`src/rtl/cla_serial_adder.sv`:
```
// Multi-cycle N-bit adder that reuses a single 4-bit carry-lookahead block.
// It adds one nibble per clock, least significant nibble first, and carries between nibbles through a register.

module b4_cla_block (
   input  logic [3:0] a,
   input  logic [3:0] b,
   input  logic       c_in,
   output logic [3:0] s,
   output logic       c_out,
   output logic       overflow
);

   logic [3:0] g;
   logic [3:0] p;
   logic [4:0] c;

   assign g = a & b;
   assign p = a ^ b;

   // Every carry is a flat generate/propagate expansion, so there is no ripple path through the nibble.
   assign c[0] = c_in;
   assign c[1] = g[0] | (p[0] & c[0]);
   assign c[2] = g[1] | (p[1] & g[0]) | (p[1] & p[0] & c[0]);
   assign c[3] = g[2] | (p[2] & g[1]) | (p[2] & p[1] & g[0]) | (p[2] & p[1] & p[0] & c[0]);
   assign c[4] = g[3] | (p[3] & g[2]) | (p[3] & p[2] & g[1]) | (p[3] & p[2] & p[1] & g[0])
               | (p[3] & p[2] & p[1] & p[0] & c[0]);

   assign s        = p ^ c[3:0];
   assign c_out    = c[4];
   assign overflow = c[3] ^ c[4];

endmodule

module cla_serial_adder #(
   parameter int N = 16
) (
   input  logic         clk,
   input  logic         rst,
   input  logic         start,
   input  logic [N-1:0] X,
   input  logic [N-1:0] Y,
   input  logic         C_in,
   output logic         ready,
   output logic         done,
   output logic [N-1:0] Z,
   output logic         C_out,
   output logic         overflow
);

   localparam int NB = N / 4;
   localparam int CW = (NB > 1) ? $clog2(NB) : 1;
   localparam logic [CW-1:0] LAST = CW'(NB - 1);

   typedef enum logic [1:0] {IDLE, ADD, DONE} state_t;

   state_t         state;
   logic [N-1:0]   x_reg;
   logic [N-1:0]   y_reg;
   logic [N-1:0]   acc;
   logic [N-1:0]   acc_next;
   logic [CW-1:0]  cnt;
   logic           carry;
   logic [3:0]     blk_s;
   logic           blk_c;
   logic           blk_ovf;

   b4_cla_block u_cla (
      .a        (x_reg[3:0]),
      .b        (y_reg[3:0]),
      .c_in     (carry),
      .s        (blk_s),
      .c_out    (blk_c),
      .overflow (blk_ovf)
   );

   // Merge this cycle's nibble into the accumulator so the final edge can publish the complete sum.
   always_comb begin
      acc_next = acc;
      for (int i = 0; i < NB; i++) begin
         if (cnt == CW'(i)) acc_next[4*i +: 4] = blk_s;
      end
   end

   assign ready = (state == IDLE);

   always_ff @(posedge clk or posedge rst) begin
      if (rst) begin
         state    <= IDLE;
         x_reg    <= '0;
         y_reg    <= '0;
         acc      <= '0;
         cnt      <= '0;
         carry    <= 1'b0;
         done     <= 1'b0;
         Z        <= '0;
         C_out    <= 1'b0;
         overflow <= 1'b0;
      end else begin
         case (state)
            IDLE: begin
               if (start) begin
                  x_reg <= X;
                  y_reg <= Y;
                  carry <= C_in;
                  cnt   <= '0;
                  acc   <= '0;
                  state <= ADD;
               end
            end
            ADD: begin
               acc   <= acc_next;
               carry <= blk_c;
               x_reg <= x_reg >> 4;
               y_reg <= y_reg >> 4;
               cnt   <= cnt + 1'b1;
               // The block's overflow is meaningful only on the top nibble, where bit N-1 lives.
               if (cnt == LAST) begin
                  Z        <= acc_next;
                  C_out    <= blk_c;
                  overflow <= blk_ovf;
                  done     <= 1'b1;
                  state    <= DONE;
               end
            end
            DONE: begin
               done  <= 1'b0;
               state <= IDLE;
            end
            default: state <= IDLE;
         endcase
      end
   end

endmodule

```
`config.mk`:
```
export PLATFORM = sky130hd
export DESIGN_NAME = cla_serial_adder
export DESIGN_NICKNAME = d
export VERILOG_FILES = /design/src/rtl/cla_serial_adder.sv
export SDC_FILE = /design/constraint.sdc
export NUM_CORES = 1
export LEC_CHECK = 0
export CAP_MARGIN = 0
export CORE_MARGIN = 3
export CORE_UTILIZATION = 50
export CTS_BUF_LIST = sky130_fd_sc_hd__clkbuf_2 sky130_fd_sc_hd__clkbuf_4 sky130_fd_sc_hd__clkbuf_8
export CTS_CLUSTER_SIZE = 28
export DETAILED_ROUTE_END_ITERATION = 8
export GPL_TIMING_DRIVEN = 0
export PLACE_DENSITY = 0.83
export SYNTH_ARGS = -nofsm -noshare
export SYNTH_HDL_FRONTEND = slang
export SYNTH_SLANG_ARGS = --single-unit
```
`constraint.sdc`:
```
create_clock -name clk -period 2.5 [get_ports clk]
set_clock_uncertainty 0.15 [all_clocks]
set_input_delay 0.25 -clock clk [delete_from_list [all_inputs] [get_ports clk]]
set_output_delay 0.25 -clock clk [all_outputs]
set_load 0.03 [all_outputs]
```
After elaboration in Yosys (flattened, before gate mapping)
Index checks and enable logic that the tools add are counted.
W data, S select, Z words.
- logic and storage cells: 75
- output and inout bits: 20
- register bits: 72
- add/sub/neg operators: 1
- muxes and demuxes: 19
- reductions and logical operators: 8
- equality and inequality tests: 7
- bitwise gates (word level): 30
- operators with widths (kind ; count):
    $pmux W16 S2 ; 3
    $mux W16 ; 3
    $and A1 B1 Y1 ; 16
    $mux W4 ; 4
    $or A1 B1 Y1 ; 10
    $pmux W2 S2 ; 2
    $reduce_and A2 Y1 ; 4
    $xor A4 B4 Y4 ; 2
    $eq A2 B2 Y1 const B ; 3
    $mux W2 ; 3
    $and A4 B4 Y4 ; 1
    $eq A2 B1 Y1 const B ; 2
    $logic_not A2 Y1 ; 2
    $ne A2 B2 Y1 const B ; 2
    $pmux W1 S2 ; 2
    $reduce_bool A2 Y1 ; 2
    $add A2 B1 Y2 const B ; 1
    $mux W1 ; 2
    $xor A1 B1 Y1 ; 1

Depth between registers and ports, before layout
- depth after elaboration: 8
- mapped depth: 6
- gate-level depth less buffers: 5

Cells and area by module
A second synthesis with hierarchy kept.
- cell total of the unflattened synthesis: 292
- area total of the unflattened synthesis: 3525.9 µm²
- by module, submodules not included (module ; times used ; area an instance (µm²) ; cells each):
    cla_serial_adder ; 1 ; 3355.7 ; 272
    b4_cla_block ; 1 ; 170.2 ; 20

Least setup slack after synthesis
No wires, ideal clock.
- path type: register to register
- from: register y_reg[0]
- to: register Z[10]
- data required time: 2224 ps
- setup slack: 647 ps
- period minus slack after synthesis: 1853 ps
- setup time: 126 ps
- arrival: 1577 ps
- cell stages (with the launch flop): 6
- cell sequence: dfrtp_1 -> ha_1 -> a211o_4 -> a21oi_4 -> nor3_4 -> a221o_1
- longest elaborated chain between the ends: 6
- elaborated cells on any way between the ends: 9
- those cells by class: mux (1); bitwise (8)
- RTL lines (what ; RTL line ; RTL):
    start: declaration ; 58 ; logic [N-1:0] y_reg;
    start signal: assignment ; 114 ; y_reg <= y_reg >> 4;
    $and A4 B4 Y4 / $xor A4 B4 Y4 (equally long branches) ; 17, 18 ;
    $and A1 B1 Y1 ; 23 ; assign c[2] = g[1] | (p[1] & g[0]) | (p[1] & p[0] & c[0]);
    $or A1 B1 Y1 / $and A1 B1 Y1 (equally long branches) ; 23 ;
    $or A1 B1 Y1 * ; 23 ;
    $xor A4 B4 Y4 * ; 28 ; assign s = p ^ c[3:0];
    $mux W4 * ; 80 ; if (cnt == CW'(i)) acc_next[4*i +: 4] = blk_s;
    end signal: assignment ; 118 ; Z <= acc_next;
    end: declaration ; 45 ; output logic [N-1:0] Z,
Mark *: on every way between the ends. The rest lies on a longest branch, timed or not.
A chain may end at the register's enable or synchronous reset.

Worst setup path after layout
- from: register state[1]
- to: output ready
- longest elaborated chain between the ends: 1
- RTL lines (what ; RTL line ; RTL):
    start: declaration ; 56 ; state_t state;
    start signal: assignment ; 88 ; state <= IDLE;
    start signal: assignment ; 107 ; state <= ADD;
    start signal: assignment ; 122 ; state <= DONE;
    $logic_not A2 Y1 ; 84 ; assign ready = (state == IDLE);
    end: declaration ; 43 ; output logic ready,
Every way passes these cells.

==> impl_metrics.tcl <==
set metrics [dict create \
    pwr-share-clk_pct 17.1 \
    p_leak_nw 1.826 \
    io_pins 56 \
    grt_max_degree 39 \
    worstMarginPinSlew_ns 0.6631 \
    power_density_nw_per_um2 1283 \
    synth_common_cells "dfrtp_1 (68), o21ai_0 (48), nand2_1 (39)" \
    synth.area.mux_share_pct 1.222 \
    core_area_um2 6131 \
    hold_violations 0 \
    h-tree-depth 3 \
    fin_ws_ns 0.2093 \
    synthCells 311 \
    postRouteAntennaNets 0 \
    grt_overflow 0 \
    num-fill-cells 447 \
    synth_ff_type "dfrtp_1" \
    nets 421 \
    synthXorXnorAreaFrac_pct 1.108 \
    slowest_delay_ns 0.69 \
    cpMaxStageDelayCell "clkdlybuf4s50_1" \
    crit_start "state[1]" \
    dp_hpwl_um 5613 \
    ys_warn_count 0 \
    drc 0 \
    cts.repair.resized 0 \
    swShare_pct 41.49 \
    synth_seq_cells 68 \
    min_path_type "in -> async" \
    post-synth-top-area-fraction_pct 51.95 \
    async_reset_ff_share_pct 100.0 \
    postCtsSetupBuffers 0 \
    final_core_util_pct 67.31 \
    drtIter0Drc 182 \
    cts_sinks 68 \
    slew_viol_final 0 \
    fin_crit_sh_pct 91.63 \
    worst-setup-path-type "reg -> out" \
    gp_congestion 0.8013 \
    yosys.area.top_type "dfrtp_1" \
    worstPathRequired_ns 2.10 \
    critPathBufInv 2 \
    grt_usage_pct 22.48 \
    p_int_mw 3.099 \
    drive_above_1_share_pct 10.29 \
    cts_hold_buffers 0 \
    syn_to_final_growth_pct 25.97 \
    power_frac_seq_pct 34.2 \
    synth-adder-area-share_pct 3.667 \
    cp.arrival_ns 1.89 \
    worstPathMaxFanout 19 \
    die-height_um 86.94 \
    antenna_found_initial 0 \
    fmax_ghz 0.4365 \
    run_status "complete, no violations" \
    regArea_um2 1702 \
    start_kind "flip-flop" \
    rsz0062_at_grt "false" \
    clkLatencyLatePin_ns 0.34 \
    via_per_inst 5.683 \
    cts_max_path_buffers 2 \
    vias 2580 \
    seq_area_frac_synth_pct 51.95 \
    cts_buffers 9 \
    synth_area_leaders "dfrtp_1 (52%), o21ai_0 (7.3%), nand2_1 (4.5%)" \
    grt_pass1_vias 2561 \
    synth-edff-count 0 \
    row_count 28 \
    dp_slack_ns 0.3938 \
    pwr-share-comb_pct 48.7 \
    cp-end-kind "output port" \
    grt_pass1_wl_um 12990 \
    start_util_pct 53.43 \
    relSlewSlack_pct 55.73 \
    drt-total-wl_um 7742 \
    first_pass_iters 5 \
    setup_viol 0 \
    cts_tree "built" \
    timing.hold.ws_ns 0.1717 \
    antenna_cells 0 \
    min_period_ns 2.291 \
    multi_input_area_um2 1448 \
    syn_area_um2 3276 \
    yosysMostFrequentCell "dfrtp_1" \
    clkSlewWorstSetupHoldPaths_ns 0.07 \
    ys_types 39 \
    max-cap-violations 0 \
    path_cells "buf_2 > nor2_1 > clkdlybuf4s50_1" \
    synthesis.nets 356 \
    p_sw_mw 2.197 \
    wl_per_cell_um 17.05 \
    cts_root_buf "clkbuf_8" \
    crit_family "buffers and inverters" \
    synth_top_family_by_area "compound AO/OA/AOI/OAI gates" \
    synthSimpleGateAreaFrac_pct 14.48 \
    io_buffers 55 \
    avgSynthCellArea_um2 10.53 \
    timing.rr.start "y_reg[0]" \
    synth_compound_area_share_pct 23.72 \
    die_w_um 86.94 \
    peakVddDrop_mv 0.7359 \
    die_area_um2 7559 \
]
==> worst paths after layout <==
kind                        endpoint  slack (ns)  cells after the start
setup / recovery               ready        0.21                      3
hold / removal             y_reg[15]        0.17                      2
setup reg to reg               Z[11]        0.49                      5
hold reg to reg               acc[9]        0.32                      2
max in group asynchronous      carry        1.41                      3
min in group clk              acc[9]        0.32                      2
==> final cells by class <==
cell class                 instances  share of cell area [%]
buffer                            20                   2.426
clock buffer                      12                   3.851
clock inverter                     2                  0.8490
inverter                           5                  0.4548
multi-input combinational        216                   35.08
sequential                        68                   41.24
tap                               75                   2.274
timing repair buffer              56                   13.83
==> per-stage QoR <==
| stage | TNS [ns] | area, µm² | power, mW | std cells |
|---|---|---|---|---|
| floorplan | 0 | 3276 | 3.568 | 311 |
| global placement | -46.75 | 3920 | 4.283 | 441 |
| detailed placement | 0 | 3940 | 4.403 | 442 |
| CTS | 0 | 4134 | 5.321 | 456 |
| global route | 0 | 4126 | 5.659 | 454 |
| finish | 0 | 4126 | 5.296 | 454 |
==> cell usage in the layout (no fill, tap or decap), types with 8 or more instances in the layout <==
cell type and n:
dfrtp_1 68, clkdlybuf4s50_1 55, a22oi_1 17, and3b_1 8, o21ai_0 48, a21oi_1 26
a22o_1 12, clkbuf_8 11, nor2b_1 15, nand2_1 39, buf_2 8, ha_1 8
==> cell families (layout without fill, tap and decap cells) <==
logic type,count (synthesis),count (layout)
AO/OA/AOI/OAI,119,119
flip-flops,68,68
buffers and inverters,27,95
adder cells (fa/ha/maj),9,9
XOR/XNOR,2,2
multiplexers,4,4
AND/OR/NAND/NOR,82,82
==> layer usage <==
layer	vias up	global-route usage [%]	part of all wire, %
met1	1249	31.64	45
met2	77	33.95	48
met4	0	10.62	2.2
li1	1242	-	-
met3	12	3.690	5.2
met5	-	0	0
==> power by group through the flow <==
stage	Sequential (mW)	Combinational, mW	Clock (mW)
3_5_place_dp	1.83	2.58	0
6_report	1.81	2.58	0.904
5_1_grt	1.86	2.84	0.962
2_1_floorplan	2.01	1.56	0
3_3_place_gp	1.80	2.49	0
4_1_cts	1.81	2.59	0.920
Power figures use the tool's default switching activity.
